==> src/rtl/ec2_control_unit_if.sv <==
// Bundle of signals between the EC2 control unit and its datapath.
// The master side is the controller: it reads status and drives the strobes.
interface ec2_control_unit_if #(
  parameter int OPW = 4
);
  // Datapath status into the controller
  logic [OPW-1:0] IR_opcode;
  logic           Aeq0;
  logic           Apos;
  logic           MemReady;
  // Datapath strobes and selects from the controller
  logic           IRload;
  logic           PCinc;
  logic           PCload;
  logic           AddrSel;
  logic           MemRead;
  logic           MemWrite;
  logic [1:0]     Asel;
  logic           ALUsub;
  logic           Aload;
  logic           OutLoad;
  logic           Halt;
  logic           Fault;
  logic [2:0]     State;

  modport master (
    input  IR_opcode, Aeq0, Apos, MemReady,
    output IRload, PCinc, PCload, AddrSel, MemRead, MemWrite,
           Asel, ALUsub, Aload, OutLoad, Halt, Fault, State
  );

  modport slave (
    output IR_opcode, Aeq0, Apos, MemReady,
    input  IRload, PCinc, PCload, AddrSel, MemRead, MemWrite,
           Asel, ALUsub, Aload, OutLoad, Halt, Fault, State
  );
endinterface

==> src/rtl/ec2_control_unit.sv <==
// Multi-cycle fetch/decode/execute controller for the EC2 accumulator CPU.
// Strobes are decoded from the registered state, the opcode latched in
// DECODE and the memory ready handshake. A watchdog counts unanswered
// memory request cycles and parks the machine in FAULT when it expires.
module ec2_control_unit #(
  parameter int MEM_TIMEOUT = 15,
  parameter int OPW         = 4
) (
  input logic                Clock,
  input logic                Reset,
  ec2_control_unit_if.master bus
);

  typedef enum logic [2:0] {
    ST_START  = 3'd0,
    ST_FETCH  = 3'd1,
    ST_DECODE = 3'd2,
    ST_EXEC   = 3'd3,
    ST_HALT   = 3'd4,
    ST_FAULT  = 3'd5
  } state_e;

  // Counter is one bit wider on the increment so the limit compare never wraps
  localparam int          CW       = (MEM_TIMEOUT < 2) ? 1 : $clog2(MEM_TIMEOUT + 1);
  localparam logic [CW:0] TO_LIMIT = (CW + 1)'(MEM_TIMEOUT);

  localparam logic [OPW-1:0] OP_LOAD   = OPW'(0);
  localparam logic [OPW-1:0] OP_STORE  = OPW'(1);
  localparam logic [OPW-1:0] OP_ADD    = OPW'(2);
  localparam logic [OPW-1:0] OP_SUB    = OPW'(3);
  localparam logic [OPW-1:0] OP_INPUT  = OPW'(4);
  localparam logic [OPW-1:0] OP_OUTPUT = OPW'(5);
  localparam logic [OPW-1:0] OP_JUMP   = OPW'(6);
  localparam logic [OPW-1:0] OP_JZ     = OPW'(7);
  localparam logic [OPW-1:0] OP_JPOS   = OPW'(8);
  localparam logic [OPW-1:0] OP_HALT   = OPW'(15);

  state_e         state_q, state_d;
  logic [OPW-1:0] op_q, op_d;
  logic [CW-1:0]  cnt_q, cnt_d;
  logic           halt_q, halt_d;
  logic           fault_q, fault_d;

  logic [CW:0]    cnt_inc;
  logic           req_wait;
  logic           ir_load, pc_inc, pc_load, addr_sel, mem_read, mem_write;
  logic [1:0]     a_sel;
  logic           alu_sub, a_load, out_load;

  // Next-state, opcode latch, watchdog and strobe decode
  always_comb begin
    state_d   = state_q;
    op_d      = op_q;
    cnt_d     = cnt_q;
    cnt_inc   = {1'b0, cnt_q} + (CW + 1)'(1);
    req_wait  = 1'b0;
    ir_load   = 1'b0;
    pc_inc    = 1'b0;
    pc_load   = 1'b0;
    addr_sel  = 1'b0;
    mem_read  = 1'b0;
    mem_write = 1'b0;
    a_sel     = 2'b00;
    alu_sub   = 1'b0;
    a_load    = 1'b0;
    out_load  = 1'b0;

    case (state_q)
      ST_START: state_d = ST_FETCH;
      ST_FETCH: begin
        mem_read = 1'b1;
        if (bus.MemReady) begin
          ir_load = 1'b1;
          pc_inc  = 1'b1;
          state_d = ST_DECODE;
        end else begin
          req_wait = 1'b1;
        end
      end
      ST_DECODE: begin
        op_d    = bus.IR_opcode;
        state_d = ST_EXEC;
      end
      ST_EXEC: begin
        state_d = ST_FETCH;
        case (op_q)
          OP_LOAD, OP_ADD, OP_SUB: begin
            addr_sel = 1'b1;
            mem_read = 1'b1;
            if (bus.MemReady) begin
              // Data selects only matter on the cycle A actually loads
              a_sel   = (op_q == OP_LOAD) ? 2'b10 : 2'b00;
              alu_sub = (op_q == OP_SUB);
              a_load  = 1'b1;
            end else begin
              req_wait = 1'b1;
              state_d  = ST_EXEC;
            end
          end
          OP_STORE: begin
            addr_sel  = 1'b1;
            mem_write = 1'b1;
            if (!bus.MemReady) begin
              req_wait = 1'b1;
              state_d  = ST_EXEC;
            end
          end
          OP_INPUT: begin
            a_sel  = 2'b01;
            a_load = 1'b1;
          end
          OP_OUTPUT: out_load = 1'b1;
          OP_JUMP:   pc_load  = 1'b1;
          OP_JZ:     pc_load  = bus.Aeq0;
          OP_JPOS:   pc_load  = bus.Apos;
          OP_HALT:   state_d  = ST_HALT;
          default:   state_d  = ST_FETCH;
        endcase
      end
      ST_HALT:  state_d = ST_HALT;
      ST_FAULT: state_d = ST_FAULT;
      default:  state_d = ST_START;
    endcase

    // A MEM_TIMEOUT of zero disables the watchdog entirely
    if (req_wait && (MEM_TIMEOUT != 0)) begin
      cnt_d = cnt_inc[CW-1:0];
      if (cnt_inc == TO_LIMIT) state_d = ST_FAULT;
    end

    // Each new memory access starts with a fresh wait budget
    if ((state_d != state_q) && ((state_d == ST_FETCH) || (state_d == ST_EXEC))) cnt_d = '0;

    // Halt/Fault are registered views of the terminal states
    halt_d  = (state_d == ST_HALT) || (state_d == ST_FAULT);
    fault_d = (state_d == ST_FAULT);
  end

  // State, opcode, watchdog and status registers with synchronous reset
  always_ff @(posedge Clock) begin
    if (Reset) begin
      state_q <= ST_START;
      op_q    <= '0;
      cnt_q   <= '0;
      halt_q  <= 1'b0;
      fault_q <= 1'b0;
    end else begin
      state_q <= state_d;
      op_q    <= op_d;
      cnt_q   <= cnt_d;
      halt_q  <= halt_d;
      fault_q <= fault_d;
    end
  end

  assign bus.IRload   = ir_load;
  assign bus.PCinc    = pc_inc;
  assign bus.PCload   = pc_load;
  assign bus.AddrSel  = addr_sel;
  assign bus.MemRead  = mem_read;
  assign bus.MemWrite = mem_write;
  assign bus.Asel     = a_sel;
  assign bus.ALUsub   = alu_sub;
  assign bus.Aload    = a_load;
  assign bus.OutLoad  = out_load;
  assign bus.Halt     = halt_q;
  assign bus.Fault    = fault_q;
  assign bus.State    = state_q;

endmodule

==> src/flat_wrapper.sv <==
// flat-port wrapper written by rule: the top's interface ports become plain ports
module ec2_control_unit_flat 
#(
  parameter int MEM_TIMEOUT = 15,
  parameter int OPW         = 4
)
  (Clock, Reset, bus_IR_opcode, bus_Aeq0, bus_Apos, bus_MemReady, bus_IRload, bus_PCinc, bus_PCload, bus_AddrSel, bus_MemRead, bus_MemWrite, bus_Asel, bus_ALUsub, bus_Aload, bus_OutLoad, bus_Halt, bus_Fault, bus_State);
  ec2_control_unit_if #(.OPW(OPW)) bus_i ();
  input logic Clock;
  input logic Reset;
  input wire logic [$bits(bus_i.IR_opcode)-1:0] bus_IR_opcode;
  input wire logic [$bits(bus_i.Aeq0)-1:0] bus_Aeq0;
  input wire logic [$bits(bus_i.Apos)-1:0] bus_Apos;
  input wire logic [$bits(bus_i.MemReady)-1:0] bus_MemReady;
  output wire logic [$bits(bus_i.IRload)-1:0] bus_IRload;
  output wire logic [$bits(bus_i.PCinc)-1:0] bus_PCinc;
  output wire logic [$bits(bus_i.PCload)-1:0] bus_PCload;
  output wire logic [$bits(bus_i.AddrSel)-1:0] bus_AddrSel;
  output wire logic [$bits(bus_i.MemRead)-1:0] bus_MemRead;
  output wire logic [$bits(bus_i.MemWrite)-1:0] bus_MemWrite;
  output wire logic [$bits(bus_i.Asel)-1:0] bus_Asel;
  output wire logic [$bits(bus_i.ALUsub)-1:0] bus_ALUsub;
  output wire logic [$bits(bus_i.Aload)-1:0] bus_Aload;
  output wire logic [$bits(bus_i.OutLoad)-1:0] bus_OutLoad;
  output wire logic [$bits(bus_i.Halt)-1:0] bus_Halt;
  output wire logic [$bits(bus_i.Fault)-1:0] bus_Fault;
  output wire logic [$bits(bus_i.State)-1:0] bus_State;
  assign bus_i.IR_opcode = bus_IR_opcode;
  assign bus_i.Aeq0 = bus_Aeq0;
  assign bus_i.Apos = bus_Apos;
  assign bus_i.MemReady = bus_MemReady;
  assign bus_IRload = bus_i.IRload;
  assign bus_PCinc = bus_i.PCinc;
  assign bus_PCload = bus_i.PCload;
  assign bus_AddrSel = bus_i.AddrSel;
  assign bus_MemRead = bus_i.MemRead;
  assign bus_MemWrite = bus_i.MemWrite;
  assign bus_Asel = bus_i.Asel;
  assign bus_ALUsub = bus_i.ALUsub;
  assign bus_Aload = bus_i.Aload;
  assign bus_OutLoad = bus_i.OutLoad;
  assign bus_Halt = bus_i.Halt;
  assign bus_Fault = bus_i.Fault;
  assign bus_State = bus_i.State;
  ec2_control_unit #(.MEM_TIMEOUT(MEM_TIMEOUT), .OPW(OPW)) u_core (.Clock(Clock), .Reset(Reset), .bus(bus_i));
endmodule
==> config.mk <==
export PLATFORM = sky130hd
export DESIGN_NAME = ec2_control_unit_flat
export DESIGN_NICKNAME = d
export VERILOG_FILES = /design/src/rtl/ec2_control_unit_if.sv /design/src/rtl/ec2_control_unit.sv /design/src/flat_wrapper.sv
export SDC_FILE = /design/constraint.sdc
export NUM_CORES = 1
export LEC_CHECK = 0
export ABC_AREA = 1
export CELL_PAD_IN_SITES_DETAIL_PLACEMENT = 0
export CELL_PAD_IN_SITES_GLOBAL_PLACEMENT = 1
export CORE_MARGIN = 4
export CORE_UTILIZATION = 30
export CTS_BUF_LIST = sky130_fd_sc_hd__clkbuf_4
export CTS_CLUSTER_DIAMETER = 40
export CTS_CLUSTER_SIZE = 28
export DETAILED_ROUTE_END_ITERATION = 10
export GPL_TIMING_DRIVEN = 0
export PLACE_DENSITY = 0.81
export SETUP_SLACK_MARGIN = 0.1
export SKIP_LAST_GASP = 1
export SLEW_MARGIN = 5
export SYNTH_ARGS = -nofsm -noshare
export SYNTH_HDL_FRONTEND = slang
export SYNTH_SLANG_ARGS = --single-unit
==> constraint.sdc <==
create_clock -name Clock -period 3.4 [get_ports Clock]
set_input_delay 0.34 -clock Clock [delete_from_list [all_inputs] [get_ports Clock]]
set_output_delay 0.34 -clock Clock [all_outputs]
set_load 0.02 [all_outputs]
-- Word-level counts from Yosys, hierarchy flattened
Index checks and enable logic that the tools add are counted.
- flip-flop bits (word level): 13
- input bits: 9
- output and inout port bits: 16
- logic and storage cells: 64
- add/subtract/negate cells: 1
- eq/ne operators: 20
- multiplexer cells: 30
- reductions and logical operators: 8
- operators with widths (cell ; count):
    $pmux W3 S6 ; 1
    $eq A4 B3 Y1 const B ; 4
    $mux W1 ; 16
    $eq A3 B3 Y1 const B ; 4
    $eq A3 B2 Y1 const B ; 3
    $mux W3 ; 3
    $eq A4 B2 Y1 const B ; 2
    $eq A4 B4 Y1 const B ; 2
    $mux W2 ; 4
    $eq A3 B1 Y1 const B ; 2
    $pmux W1 S2 ; 3
    $pmux W3 S2 ; 1
    $add A4 B1 Y5 const B ; 1
    $eq A5 B4 Y1 const B ; 1
    $eq A4 B1 Y1 const B ; 1
    $logic_not A4 Y1 ; 1
    $pmux W2 S2 ; 1
    $reduce_or A4 Y1 ; 1
    $logic_not A3 Y1 ; 1
    $ne A3 B3 Y1 ; 1
    $pmux W1 S3 ; 1
    $reduce_or A3 Y1 ; 1
    $logic_or A1 B1 Y1 ; 2
    $reduce_or A2 Y1 ; 1
    $logic_and A1 B1 Y1 ; 1

-- Logic depth before layout (Yosys ltp)
- word-level depth: 10
- mapped depth: 10
- depth with buffers taken out: 10

-- Least setup slack after synthesis
No wires, ideal clock.
- path kind: reg-to-output
- start point: reg u_core.state_q[1], in the netlist u_core.bus.State[1]
- end point: out bus_Asel[1]
- arrival: 1537 ps
- data required time: 3060 ps
- slack: 1523 ps
- stages on the path, launching flop included: 7
- cell sequence: dfxtp_1 > inv_2 > nor2_8 > inv_6 > nor2_8 > nand2_1 > nor3_1
- cells in the longest elaborated chain, start to end: 2
- ends and longest elaborated chain (element ; line ; RTL):
    start, declared ; ec2_control_unit.sv:38 ; state_e state_q, state_d;
    start signal, assigned ; ec2_control_unit.sv:148 ; state_q <= state_d;
    $eq A3 B2 Y1 ; ec2_control_unit.sv:68 ; case (state_q)
    $mux W2 ; ec2_control_unit.sv:68 ;
    end, declared ; flat_wrapper.sv:21 ; output wire logic [$bits(bus_i.Asel)-1:0] bus_Asel;
Every way passes these cells.

-- Worst setup path in the final report
Ends and elaborated chain as after synthesis.

==> metrics.csv <==
stage,metric,value,unit
drt,firstDrtPassIters,4,
final_layout,layout.cells.most_common,clkdlybuf4s50_1,
final_layout,final_cell_area,1110,sq um
run,drv_cap,0,
clock_tree,clock_sinks,13,
final_layout,area_growth,38.4,%
timing,setup_viol,0,
placement,port_buffers,24,
drt,drc,0,
timing,worstMarginPinSlew,303,ps
critical_path,worst-setup-path-type,reg2out,
timing,fmax,0.429,GHz
clock_tree,path_clk_slew,80,ps
critical_path,path_common_cell,nor2_8,
critical_path,timing.critical_path.buf_inv,3,
drt,ant_nets,0,
clock_tree,ctsHoldBuffers,0,
clock_tree,clock_latency,270,ps
floorplan,dieArea,3560,sq um
critical_path,worstSetupEndpointType,primary output,
yosys,synthCells,109,
drt,vias_per_cell,4.59,
critical_path,crit_path_top_delay_cell,clkdlybuf4s50_1,
timing,slew_viol_final,0,
critical_path,crit_arrival,1990,ps
pwr,power.density,315,nW/um^2
drt,detail_route.wl_per_cell,10.2,microns
drt,route.vias.total,767,
timing,hold_viol_final,0,
timing,fin_crit_sh,0.686,
critical_path,cpPeakStageDelay,630,ps
yosys,synth_fp_nets,120,
clock_tree,htree_levels,1,
floorplan,initial_core_util,0.318,
worst_hold_path,hold_class,reg2reg,
clock_tree,clk_path_buf_depth,2,
yosys,syn-mean-instance-area,7.36,sq um
placement,post-place-cells,163,
placement,dpl.hpwl,1430,microns
final_layout,final_cell_mix,"clkdlybuf4s50_1, inv_1, nor2_1",
placement,place_congestion,0.838,
global_route,overflow,0,
floorplan,rows,18,
global_route,grt_pass1_vias,739,
yosys,yosysUniqueCellTypes,26,
timing,timing.hold.ws,548,ps
critical_path,cp_top_family,buffers and inverters,
pwr,p_leak,0.430,nW
yosys,synth-seq-cells,13,
status,status,"finished, final reports clean",
clock_tree,cts_root_buf,clkbuf_4,
clock_tree,postCtsSetupBuffers,0,
clock_tree,cts_made_buffers,3,
final_layout,antennaDiodeCount,0,
pwr,vdd_drop_max,0.204,mV
timing,rsz0062_at_grt,no,
yosys,ys_warn_count,0,
floorplan,io_pins,25,
final_layout,stdcell_count,167,
timing,finClkSkew,5.14,ps
critical_path,path_cells,inv_2 -> nor2_8 -> inv_6 -> nor2_8 -> nand2_1 -> nor3_1 -> clkdlybuf4s50_1,
global_route,antenna_found_initial,0,
floorplan,die_w,59.7,microns
yosys,seq_area_frac_synth,0.324,
clock_tree,cts_tree,yes,
final_layout,nets,149,
global_route,grt_pass1_wl,3040,microns
drt,wirelength,1700,microns
timing,layout_min_cycle_time,2330,ps
global_route,groute.usage.overall,0.112,
critical_path,critPathLaunchType,flip-flop,
critical_path,crit_fanout,7,
placement,place_area,1080,sq um
clock_tree,post_cts_resized,0,
drt,drt_iter0_drc,13,
global_route,grt_start_max_net_pins,10,
floorplan,core,2520,sq um
yosys,netlist_area,802,sq um
timing,tns,0,ps
timing,worst_slew_margin_rel,0.797,
critical_path,crit_required,3060,ps
final_layout,drive_above_1_share,0.153,
floorplan,die-height,59.7,microns
power by group:
group	total, mW	switching, mW	internal, mW
Clock	0.0998	0.0465	0.0534
Combinational	0.0838	0.0484	0.0354
Sequential	0.166	0.00757	0.158
tightest hold or removal path, delay by kind of cell, from the launching register on:
kind	cells	cell delay, ps
buffers and inverters	1	100
flip-flops	1	340
AO/OA/AOI/OAI	1	60
final cells by class:
| type | count | area [sq um] |
|---|---|---|
| fillers | 271 | 1410 |
| clock buffers | 4 | 30.0 |
| repair buffers | 24 | 240 |
| inverters | 19 | 76.3 |
| well taps | 30 | 37.5 |
| plain buffers | 1 | 7.51 |
| flip-flops and latches | 13 | 260 |
| multi-input cells | 76 | 458 |
registers in the layout, indices dropped and copies added (netlist names):
register          cells
u_core.bus.Halt       1
u_core.bus.Fault      1
u_core.op_q           4
u_core.bus.State      3
u_core.cnt_q          4
synthesized netlist by cell type, drive strengths merged:
cell type  count  area, sq um
inv           19         76.3
o22ai          1         6.26
dfxtp         13          260
nand3          6         42.5
o21ai          9         45.0
nor4           1         6.26
a21oi         11         58.8
nor3           2         10.0
o211ai         1         7.51
xor2           1         8.76
nand2         18          103
xnor2          1         8.76
buf            1         7.51
and2           1         6.26
ha             2         25.0
nand4          5         31.3
nor2          17         98.9
cell families (layout without fill, tap and decap cells):
kind of cell,after synthesis,in the layout,synth area share
AOI/OAI and AO/OA,22,22,0.147
xor gates and xnor gates,2,2,0.0218
DFF,13,13,0.324
adders and majority gates,2,2,0.0312
buffers and inverters,20,48,0.105
and+or+nand+nor,50,50,0.371
layer usage:
| metal | routed length, microns | vias to the layer above | track usage |
|---|---|---|---|
| met5 | 0 | - | 0 |
| met4 | 36 | 0 | 0.0570 |
| met3 | 75 | 5 | 0.0216 |
| met2 | 809 | 16 | 0.176 |
| met1 | 775 | 330 | 0.144 |
| li1 | - | 416 | - |
per-stage QoR:
step	utilization	total power [mW]	setup slack [ps]
finish	0.440	0.349	1070
global route	0.440	0.374	904
CTS	0.440	0.354	1040
detailed placement	0.428	0.254	1300
global placement	0.428	0.254	1290
floorplan	-	0.223	1520
worst paths after layout:
path,from,endpoint,depth (start not counted),slack [ps]
worst min-delay path,u_core.op_q[0]$_SDFFE_PP0P_,u_core.op_q[0]$_SDFFE_PP0P_,2,550
worst max-delay path,u_core.bus.State[1]$_SDFF_PP0_,bus_Asel[1],7,1070
worst min register to register,u_core.op_q[0]$_SDFFE_PP0P_,u_core.op_q[0]$_SDFFE_PP0P_,2,550
worst max register to register,u_core.bus.State[1]$_SDFF_PP0_,u_core.cnt_q[0]$_SDFFE_PP0N_,4,2000
Note: power is estimated with default switching activity, not from simulation.
